### src/rtl/sig_monitor_pkg.sv
// Shared definitions for the signal-head monitor and the intersection controller:
// head colour encodings and latched fault codes.
package sig_pkg;

    typedef enum logic [1:0] {
        RED     = 2'b00,
        YELLOW  = 2'b01,
        GREEN   = 2'b10,
        ILLEGAL = 2'b11
    } colour_e;

    typedef enum logic [2:0] {
        FC_NONE         = 3'd0,
        FC_CONFLICT     = 3'd1,
        FC_BADCODE      = 3'd2,
        FC_SKIP_YELLOW  = 3'd3,
        FC_BAD_SEQ      = 3'd4,
        FC_SHORT_YELLOW = 3'd5,
        FC_SHORT_ALLRED = 3'd6,
        FC_RESERVED     = 3'd7
    } fault_code_e;

    // Bits needed to hold a saturating count of 0..max_val (at least one bit).
    function automatic int unsigned cnt_width(input int unsigned max_val);
        return (max_val < 1) ? 1 : $clog2(max_val + 1);
    endfunction

endpackage

### src/rtl/sig_monitor_if.sv
// Head-code inputs and fault-status outputs between the controller side (master)
// and the conflict monitor (slave).
interface sig_monitor_if #(
    parameter int unsigned CNT_W = 8
);
    import sig_pkg::*;

    colour_e          hwy;
    colour_e          cntry;
    logic             fault_clr;
    logic             fault;
    logic [2:0]       fault_code;
    logic             flash;
    logic [CNT_W-1:0] viol_cnt;

    modport master (
        output hwy, cntry, fault_clr,
        input  fault, fault_code, flash, viol_cnt
    );

    modport slave (
        input  hwy, cntry, fault_clr,
        output fault, fault_code, flash, viol_cnt
    );

endinterface

### src/rtl/sig_monitor_head_chk.sv
// Per-head transition checks: compares the current head code against the one
// registered on the previous edge, together with that head's yellow run length.
module sig_head_chk
    import sig_pkg::*;
#(
    parameter int unsigned MIN_YELLOW = 3,
    parameter int unsigned YCNT_W     = 2
) (
    input  colour_e           cur_i,
    input  colour_e           prev_i,
    input  logic [YCNT_W-1:0] ycnt_i,
    output logic              skip_yellow_o,
    output logic              bad_seq_o,
    output logic              short_yellow_o,
    output logic              red_to_green_o
);

    always_comb begin
        skip_yellow_o  = (prev_i == GREEN) && (cur_i == RED);
        bad_seq_o      = ((prev_i == RED) && (cur_i == YELLOW)) ||
                         ((prev_i == YELLOW) && (cur_i == GREEN));
        short_yellow_o = (prev_i == YELLOW) && (cur_i == RED) &&
                         (32'(ycnt_i) < MIN_YELLOW);
        red_to_green_o = (prev_i == RED) && (cur_i == GREEN);
    end

endmodule

### src/rtl/sig_monitor.sv
// Conflict/sequence monitor for the highway and country signal heads; latches the
// first safety violation and commands fail-safe flashing red.
module sig_monitor
    import sig_pkg::*;
#(
    parameter int unsigned MIN_YELLOW = 3,
    parameter int unsigned MIN_ALLRED = 0,
    parameter int unsigned CNT_W      = 8
) (
    input  logic          clock,
    input  logic          clear_n,
    sig_monitor_if.slave  bus
);

    localparam int unsigned YW = cnt_width(MIN_YELLOW);
    localparam int unsigned AW = cnt_width(MIN_ALLRED);

    colour_e          prev_hwy_q,   prev_hwy_d;
    colour_e          prev_cntry_q, prev_cntry_d;
    logic [YW-1:0]    ycnt_h_q,     ycnt_h_d;
    logic [YW-1:0]    ycnt_c_q,     ycnt_c_d;
    logic [AW-1:0]    allred_q,     allred_d;
    logic             primed_q,     primed_d;
    logic             fault_q,      fault_d;
    logic [2:0]       code_q,       code_d;
    logic [CNT_W-1:0] cnt_q,        cnt_d;

    logic skip_h, bad_seq_h, short_y_h, r2g_h;
    logic skip_c, bad_seq_c, short_y_c, r2g_c;

    sig_head_chk #(.MIN_YELLOW(MIN_YELLOW), .YCNT_W(YW)) u_chk_hwy (
        .cur_i          (bus.hwy),
        .prev_i         (prev_hwy_q),
        .ycnt_i         (ycnt_h_q),
        .skip_yellow_o  (skip_h),
        .bad_seq_o      (bad_seq_h),
        .short_yellow_o (short_y_h),
        .red_to_green_o (r2g_h)
    );

    sig_head_chk #(.MIN_YELLOW(MIN_YELLOW), .YCNT_W(YW)) u_chk_cntry (
        .cur_i          (bus.cntry),
        .prev_i         (prev_cntry_q),
        .ycnt_i         (ycnt_c_q),
        .skip_yellow_o  (skip_c),
        .bad_seq_o      (bad_seq_c),
        .short_yellow_o (short_y_c),
        .red_to_green_o (r2g_c)
    );

    logic        conflict, badcode, skip_yel, bad_seq, short_yel, short_ar, viol;
    fault_code_e vcode;

    always_comb begin
        conflict  = (bus.hwy != RED) && (bus.cntry != RED);
        badcode   = (bus.hwy == ILLEGAL) || (bus.cntry == ILLEGAL);
        // Transition and timing rules need a valid previous sample.
        skip_yel  = primed_q && (skip_h || skip_c);
        bad_seq   = primed_q && (bad_seq_h || bad_seq_c);
        short_yel = primed_q && (short_y_h || short_y_c);
        short_ar  = primed_q && (MIN_ALLRED > 0) && (r2g_h || r2g_c) &&
                    (32'(allred_q) < MIN_ALLRED);

        if (conflict)       vcode = FC_CONFLICT;
        else if (badcode)   vcode = FC_BADCODE;
        else if (skip_yel)  vcode = FC_SKIP_YELLOW;
        else if (bad_seq)   vcode = FC_BAD_SEQ;
        else if (short_yel) vcode = FC_SHORT_YELLOW;
        else if (short_ar)  vcode = FC_SHORT_ALLRED;
        else                vcode = FC_NONE;
        viol = (vcode != FC_NONE);
    end

    always_comb begin
        prev_hwy_d   = bus.hwy;
        prev_cntry_d = bus.cntry;
        primed_d     = 1'b1;

        ycnt_h_d = (bus.hwy != YELLOW) ? '0 :
                   (32'(ycnt_h_q) >= MIN_YELLOW) ? ycnt_h_q : ycnt_h_q + 1'b1;
        ycnt_c_d = (bus.cntry != YELLOW) ? '0 :
                   (32'(ycnt_c_q) >= MIN_YELLOW) ? ycnt_c_q : ycnt_c_q + 1'b1;
        allred_d = ((bus.hwy != RED) || (bus.cntry != RED)) ? '0 :
                   (32'(allred_q) >= MIN_ALLRED) ? allred_q : allred_q + 1'b1;

        // A violation coinciding with fault_clr reloads the code rather than clearing.
        fault_d = fault_q;
        code_d  = code_q;
        if (viol && (!fault_q || bus.fault_clr)) begin
            fault_d = 1'b1;
            code_d  = vcode;
        end else if (bus.fault_clr && !viol) begin
            fault_d = 1'b0;
            code_d  = '0;
        end

        cnt_d = (viol && (cnt_q != '1)) ? cnt_q + 1'b1 : cnt_q;
    end

    always_ff @(posedge clock) begin
        if (!clear_n) begin
            prev_hwy_q   <= RED;
            prev_cntry_q <= RED;
            ycnt_h_q     <= '0;
            ycnt_c_q     <= '0;
            allred_q     <= '0;
            primed_q     <= 1'b0;
            fault_q      <= 1'b0;
            code_q       <= '0;
            cnt_q        <= '0;
        end else begin
            prev_hwy_q   <= prev_hwy_d;
            prev_cntry_q <= prev_cntry_d;
            ycnt_h_q     <= ycnt_h_d;
            ycnt_c_q     <= ycnt_c_d;
            allred_q     <= allred_d;
            primed_q     <= primed_d;
            fault_q      <= fault_d;
            code_q       <= code_d;
            cnt_q        <= cnt_d;
        end
    end

    assign bus.fault      = fault_q;
    assign bus.flash      = fault_q;
    assign bus.fault_code = code_q;
    assign bus.viol_cnt   = cnt_q;

endmodule

### src/flat_wrapper.sv
// flat-port wrapper written by rule: the top's interface ports become plain ports
module sig_monitor_flat import sig_pkg::*;
#(
    parameter int unsigned MIN_YELLOW = 3,
    parameter int unsigned MIN_ALLRED = 0,
    parameter int unsigned CNT_W      = 8
)
  (clock, clear_n, bus_hwy, bus_cntry, bus_fault_clr, bus_fault, bus_fault_code, bus_flash, bus_viol_cnt);
  sig_monitor_if #(.CNT_W(CNT_W)) bus_i ();
  input  logic clock;
  input  logic clear_n;
  input wire logic [$bits(bus_i.hwy)-1:0] bus_hwy;
  input wire logic [$bits(bus_i.cntry)-1:0] bus_cntry;
  input wire logic [$bits(bus_i.fault_clr)-1:0] bus_fault_clr;
  output wire logic [$bits(bus_i.fault)-1:0] bus_fault;
  output wire logic [$bits(bus_i.fault_code)-1:0] bus_fault_code;
  output wire logic [$bits(bus_i.flash)-1:0] bus_flash;
  output wire logic [$bits(bus_i.viol_cnt)-1:0] bus_viol_cnt;
  assign bus_i.hwy = bus_hwy;
  assign bus_i.cntry = bus_cntry;
  assign bus_i.fault_clr = bus_fault_clr;
  assign bus_fault = bus_i.fault;
  assign bus_fault_code = bus_i.fault_code;
  assign bus_flash = bus_i.flash;
  assign bus_viol_cnt = bus_i.viol_cnt;
  sig_monitor #(.MIN_YELLOW(MIN_YELLOW), .MIN_ALLRED(MIN_ALLRED), .CNT_W(CNT_W)) u_core (.clock(clock), .clear_n(clear_n), .bus(bus_i));
endmodule
### config.mk
export PLATFORM = sky130hd
export DESIGN_NAME = sig_monitor_flat
export DESIGN_NICKNAME = d
export VERILOG_FILES = /design/src/rtl/sig_monitor_pkg.sv /design/src/rtl/sig_monitor_if.sv /design/src/rtl/sig_monitor_head_chk.sv /design/src/rtl/sig_monitor.sv /design/src/flat_wrapper.sv
export SDC_FILE = /design/constraint.sdc
export NUM_CORES = 1
export LEC_CHECK = 0
export CAP_MARGIN = 20
export CORE_UTILIZATION = 46
export CTS_CLUSTER_DIAMETER = 100
export DETAILED_ROUTE_END_ITERATION = 16
export PLACE_DENSITY = 0.72
export SYNTH_ARGS = -nofsm -noshare
export SYNTH_HDL_FRONTEND = slang
export SYNTH_SLANG_ARGS = --single-unit
export TNS_END_PERCENT = 10
### constraint.sdc
create_clock -name clock -period 5.59 [get_ports clock]
set_input_delay 0.8385 -clock clock [delete_from_list [all_inputs] [get_ports clock]]
set_output_delay 0.8385 -clock clock [all_outputs]
set_load 0.02 [all_outputs]
==> After elaboration in Yosys (flattened, before gate mapping) <==
Index checks and enable logic that the tools add are counted.
{ "totals": {"wordCells": 75, "register_bits": 21, "input_bits": 7} }
{ "classes": {"addsub": 3, "muxes": 10, "order_cmp": 4, "n_bitwise": 1, "eq_ne": 13, "n_reduce_logical": 36} }
{ "op_table": {"columns": ["cell", "count"], "rows": [
  ["two-way mux 3 bit", 7],
  ["logical AND 1 bit", 17],
  ["equality test 2 bit (second input constant)", 6],
  ["adder 8 x 1 -> 8 bit (second input constant)", 1],
  ["equality test 2 x 1 -> 1 bit (second input constant)", 4],
  ["zero test 2 bit", 4],
  ["!= test 8 bit (second input constant)", 1],
  ["logical OR 1 bit", 7],
  ["nonzero test 2 bit", 3],
  ["adder 2 x 1 -> 2 bit (second input constant)", 2],
  [">= comparator 2 bit (second input constant)", 2],
  ["< comparator 2 bit (second input constant)", 2],
  ["!= test 2 x 1 -> 1 bit (second input constant)", 2],
  ["OR reduction 2 bit", 2],
  ["two-way mux 1 bit", 3],
  ["nonzero test 3 bit", 1],
  ["zero test 1 bit", 2],
  ["NOT 1 bit", 1]
]} }

==> Logic depth before layout (Yosys ltp) <==
{ "logic_depth": {"ltp_word": 15, "depth_mapped": 7} }

==> Cells and area by module <==
Synthesis repeated with hierarchy kept, for this count alone.
{ "unflattened": {"hier_cells": 120, "hier_area_um2": 1114.8} }
{ "modules_own_cells": {"columns": ["mod", "cells_per_inst", "area_each_um2", "instances", "seq_area_each_um2"], "rows": [
  ["sig_monitor", 106, 1007.2, 1, 420.4],
  ["sig_head_chk", 7, 53.8, 2, 0.0]
]} }

==> Worst setup path before layout <==
Ideal clock, no wire load.
{ "synth_path": {"path_type": "input-to-reg", "startpoint": "input bus_cntry[1]", "endpoint": "register u_core.cnt_q[3] (netlist: u_core.bus.viol_cnt[3])", "cell_stages": 6, "path_slack_ns": 3.241, "setup_time_ns": 0.072, "n_path_buf": 1, "arrival_ns": 2.277, "path_cell_list": "buf_2 > or4b_1 > o22ai_2 > o31ai_2 > a211oi_1 > mux2i_1"} }
{ "synth_between": {"elab_chain_len": 12, "elab_cells_between_ends": 26, "classes_between": "3 x eq/ne; 5 x mux; 18 x reduce/logical"} }
{ "synth_rtl": {"columns": ["element", "line_no", "source"], "rows": [
  ["start: declaration", "flat_wrapper.sv:13", "input wire logic [$bits(bus_i.cntry)-1:0] bus_cntry;"],
  ["zero test 2 bit", "sig_monitor_head_chk.sv:19, sig_monitor_head_chk.sv:22", null],
  ["logical AND 1 bit (2 in a row)", "sig_monitor_head_chk.sv:22", "short_yellow_o = (prev_i == YELLOW) && (cur_i == RED) &&"],
  ["logical OR 1 bit", "sig_monitor.sv:60", "short_yel = primed_q && (short_y_h || short_y_c);"],
  ["logical AND 1 bit", "sig_monitor.sv:60", null],
  ["two-way mux 3 bit", "sig_monitor.sv:68", "else if (short_yel) vcode = FC_SHORT_YELLOW;"],
  ["two-way mux 3 bit", "sig_monitor.sv:67", "else if (bad_seq) vcode = FC_BAD_SEQ;"],
  ["two-way mux 3 bit", "sig_monitor.sv:66", "else if (skip_yel) vcode = FC_SKIP_YELLOW;"],
  ["two-way mux 3 bit", "sig_monitor.sv:65", "else if (badcode) vcode = FC_BADCODE;"],
  ["two-way mux 3 bit (*)", "sig_monitor.sv:64", "if (conflict) vcode = FC_CONFLICT;"],
  ["nonzero test 3 bit (*)", "sig_monitor.sv:71", "viol = (vcode != FC_NONE);"],
  ["logical AND 1 bit (*)", "sig_monitor.sv:97", "cnt_d = (viol && (cnt_q != '1)) ? cnt_q + 1'b1 : cnt_q;"],
  ["end signal: assignment", "sig_monitor.sv:120", "cnt_q <= cnt_d;"],
  ["end: declaration", "sig_monitor.sv:26", "logic [CNT_W-1:0] cnt_q, cnt_d;"]
]} }
Every way passes the cells marked *; elsewhere a longest branch is shown, timed or not.
A chain may end at the register's enable or synchronous reset.

==> Worst setup path in the final report <==
{ "layout_path": {"startpoint": "input bus_hwy[0]", "endpoint": "register u_core.cnt_q[6] (netlist: u_core.bus.viol_cnt[6])"} }
{ "layout_between": {"elab_chain_len": 12, "elab_cells_between_ends": 26, "classes_between": "3 x eq/ne; 5 x mux; 18 x reduce/logical"} }
{ "layout_rtl": {"columns": ["element", "line_no", "source"], "rows": [
  ["start: declaration", "flat_wrapper.sv:12", "input wire logic [$bits(bus_i.hwy)-1:0] bus_hwy;"],
  ["zero test 2 bit", "sig_monitor_head_chk.sv:19, sig_monitor_head_chk.sv:22", null],
  ["logical AND 1 bit (2 in a row)", "sig_monitor_head_chk.sv:22", null],
  ["logical OR 1 bit", "sig_monitor.sv:60", null],
  ["logical AND 1 bit", "sig_monitor.sv:60", null],
  ["two-way mux 3 bit", "sig_monitor.sv:68", null],
  ["two-way mux 3 bit", "sig_monitor.sv:67", null],
  ["two-way mux 3 bit", "sig_monitor.sv:66", null],
  ["two-way mux 3 bit", "sig_monitor.sv:65", null],
  ["two-way mux 3 bit (*)", "sig_monitor.sv:64", null],
  ["nonzero test 3 bit (*)", "sig_monitor.sv:71", null],
  ["logical AND 1 bit (*)", "sig_monitor.sv:97", null]
]} }
Marked as above.

==> metrics.md <==
| Metric | Value |
|---|---|
| Status | `completed` |
| Cts repair resizes | `0` |
| Antenna viol nets, final | `0` |
| Critical R2R Launch | `u_core.prev_hwy_q[0]` |
| Setup violators final | `0` |
| Routability Congestion | `0.803` |
| Port Buffers | `19` |
| R2R depth | `5` |
| Critical Path Fanout Max | `10` |
| Mapped Area | `~1100 µm²` |
| Max-cap violations | `0` |
| RSZ-0062 raised after global routing | `false` |
| Reg-to-reg endpoint | `u_core.bus.viol_cnt[6]` |
| Number of flops mapped to enable cells by yosys | `0` |
| # clock sinks | `21` |
| Worst slew pin tran | `about 0.85 ns` |
| IO Pins | `20` |
| Hold worst-path end | `u_core.bus.fault_code[1]` |
| Critical path cell sequence | `clkdlybuf4s50_1 -> or3b_2 -> a21oi_1 -> o31ai_2 -> a211oi_1 -> mux2i_1` |
| Worst endpoint data arrival time | `around 3.0 ns` |
| First-pass GRT wire length | `roughly 3500 µm` |
| Cell variety after synth | `35` |
| Setup TNS | `0 ns` |
| Largest net degree at the start of global routing | `27` |
| TritonCTS Buffers | `3` |
| Vias in the first global route | `797` |
| DR WL/cell | `approximately 12 µm` |
| Syn_nets | `~130` |
| DRC violations left | `0` |
| Hold Crit Class | `register to register` |
| Initial antenna violation count | `0` |
| All-Layer GR Usage | `18.1%` |
| Cell area after layout | `~1300 µm²` |
| Post-cts hold buffer count | `0` |
| GRT overflow | `0` |
| Area delta synth->final | `20.0%` |
| Rel. slew slack | `around 43%` |
| Placed Cells incl. Taps | `163` |
| Initial Util | `48.8%` |
| Synth Instances | `122` |
| Async S/R FF share, synth | `0%` |
| Final hold violation count | `0` |
| Slowest stage delay, CP | `0.57 ns` |
| Row count | `17` |
| Ys Warns | `0` |
| Flop-to-flop setup slack | `3.63 ns` |
| Final slew viol count | `0` |
| Max clock buf depth | `2` |
| Drt pass-1 iters | `4` |
| Leak | `0.487 nW` |
| Fin cells | `167` |
| Top FF cell, synth | `dfxtp_1` |
| TritonCTS clock tree | `yes` |
| # nets final | `150` |
| Cell Area, Placed | `between 1000 and 1500 µm²` |
| Die height | `50.5 µm` |
| Die area | `2550 µm²` |
| Worst-case vdd ir drop | `0.000123 V` |
| # fillers | `209` |
| Crit Path Class | `input port to register` |
| Clock latency on the worst-skew pair | `0.30 ns` |
| Hold path start | `u_core.bus.fault_code[1]` |
| # H-tree levels | `1` |
| Iter 0 DRT Violations | `8` |
| Clk pin slew, worst setup/hold paths | `0.12 ns` |
| Worst Setup End Kind | `register` |
| HPWL after detailed placement | `1450 µm` |
| Post-CTS setup buffers | `0` |
| Share of cells above drive strength 1 | `5.76%` |
| Layout Skew | `0.00628 ns` |
| Die Span X | `between 50 and 60 µm` |
| Worst setup SP type | `input port` |
| Overall power | `slightly below 300 µW` |
| Power Density | `224 nW/µm²` |
| Worst Path Required | `~5.8 ns` |
| Slowest stage cell, crit path | `clkdlybuf4s50_1` |
| Syn Area/Cell | `a little under 9 µm²` |
| Flops & latches, synth | `21` |
| Register area share after synthesis | `38.9%` |
| Peak Freq | `368 MHz` |
| Antenna cell count | `0` |
| Final period utilization | `around half` |
| Post-route minimum period | `about 2.7 ns` |
| Via count | `907` |
| Core footprint | `2210 µm²` |
| Vias per inst | `5.43` |
| Clk root buf | `clkbuf_4` |
| Routed WL | `2060 µm` |
| Hold depth | `2` |
-- per-layer routing --
metal  up-vias  global-route usage [%]  part of all wire, %
met5         -                       0                    0
li1        469                       -                    -
met3         4                    3.03                  3.4
met1       420                    23.9                   50
met4         0                    9.26                  1.5
met2        14                    28.2                   45
-- power breakdown --
group	internal (mW)	total (mW)	switching, mW
Clock	0.0278	0.0723	0.0445
Combinational	0.0247	0.0532	0.0285
Sequential	0.157	0.165	0.00772
Total	0.210	0.290	0.0807
-- sequential cells by signal (all words and copies together) (netlist names) --
| signal | flops |
|---|---|
| u_core.ycnt_h_q | 2 |
| u_core.bus.fault_code | 3 |
| u_core.prev_cntry_q | 2 |
| u_core.ycnt_c_q | 2 |
| u_core.bus.viol_cnt | 8 |
| u_core.bus.fault | 1 |
| u_core.primed_q | 1 |
| u_core.prev_hwy_q | 2 |
-- critical path: cells and delay by family --
family,cells,cell delay (ns)
simple gates,1,0.46
compound gates,3,0.88
buf+inv,1,0.57
mux,1,0.22
-- metrics by stage --
stage | setup slack (ns) | hold WS, ns | utilization (%)
after floorplan | 3.24 | 0.506 | -
after global placement | 2.60 | 0.449 | 57.4
after detailed placement | 2.60 | 0.455 | 57.4
after CTS | 2.89 | 0.469 | 58.6
after global routing | 2.77 | 0.477 | 58.6
final | 2.87 | 0.465 | 58.6
-- layout make-up --
type                            instances  area [µm²]  area share [%]
Multi-Input combinational cell         90         606            46.7
Inverter                                5        18.8            1.45
Sequential cell                        21         420            32.4
Clock buffer                            4        26.3            2.03
Timing Repair Buffer                   19         190            14.7
Tap cell                               28        35.0            2.70
-- cell families (layout without fill, tap and decap cells) --
| group | Yosys count | after routing | share of synthesized area, % |
|---|---|---|---|
| AOI/OAI and AO/OA | 22 | 22 | 14.0 |
| DFF | 21 | 21 | 38.9 |
| muxes | 10 | 10 | 9.27 |
| and+or+nand+nor | 53 | 53 | 27.7 |
| adders and majority gates | 3 | 3 | 3.48 |
| xor gates and xnor gates | 2 | 2 | 1.62 |
| buffers and inverters | 11 | 28 | 4.98 |
-- layout by cell type, fill, tap and decap left out --
cell | netlist | layout
and3_1 | 2 | 2
a211oi_1 | 4 | 4
a21oi_1 | 6 | 6
ha_1 | 3 | 3
or3b_2 | 1 | 1
nor2b_1 | 1 | 1
mux2i_1 | 10 | 10
o22ai_2 | 1 | 1
o31ai_2 | 1 | 1
nand2b_1 | 7 | 7
nand3b_1 | 3 | 3
nor2_1 | 2 | 2
xor2_1 | 2 | 2
clkbuf_4 | 0 | 3
nor3_1 | 4 | 4
clkdlybuf4s50_1 | 0 | 19
nand4_1 | 1 | 1
or4b_1 | 2 | 2
and2_2 | 1 | 1
nor4b_1 | 3 | 3
o21ai_0 | 4 | 4
a31oi_1 | 1 | 1
a22oi_1 | 1 | 1
o22ai_1 | 2 | 2
nand2_1 | 19 | 19
clkbuf_1 | 3 | 1
nand3_1 | 4 | 4
inv_1 | 5 | 5
o31ai_1 | 1 | 1
or3b_1 | 1 | 1
dfxtp_1 | 21 | 21
a211oi_2 | 1 | 1
nand4bb_1 | 1 | 1
and2_1 | 1 | 1
-- cell usage after synthesis (2+ instances only) --
master | n | area, µm²
nand3b_1 | 3 | 22.5
o21ai_0 | 4 | 20.0
nor3_1 | 4 | 20.0
a211oi_1 | 4 | 30.0
nand2_1 | 19 | 71.3
nor4b_1 | 3 | 26.3
nand3_1 | 4 | 20.0
nor2_1 | 2 | 7.51
or4b_1 | 2 | 20.0
dfxtp_1 | 21 | 420
o22ai_1 | 2 | 12.5
clkbuf_1 | 3 | 11.3
inv_1 | 5 | 18.8
ha_1 | 3 | 37.5
and3_1 | 2 | 12.5
a21oi_1 | 6 | 30.0
mux2i_1 | 10 | 100
xor2_1 | 2 | 17.5
nand2b_1 | 7 | 43.8
-- worst max-delay path by stage --
stage | startpoint | cells past startpoint | end | slack, ns
floorplan | bus_cntry[1] | 6 | u_core.bus.viol_cnt[3] | 3.24
global placement | bus_hwy[1] | 6 | u_core.bus.viol_cnt[6] | 2.60
detailed placement | bus_hwy[1] | 6 | u_core.bus.viol_cnt[6] | 2.60
CTS | bus_hwy[1] | 6 | u_core.bus.viol_cnt[6] | 2.89
global route | bus_hwy[1] | 6 | u_core.bus.viol_cnt[6] | 2.77
finish | bus_hwy[0] | 6 | u_core.bus.viol_cnt[6] | 2.87
No activity file was read; power rests on OpenSTA's default activity.
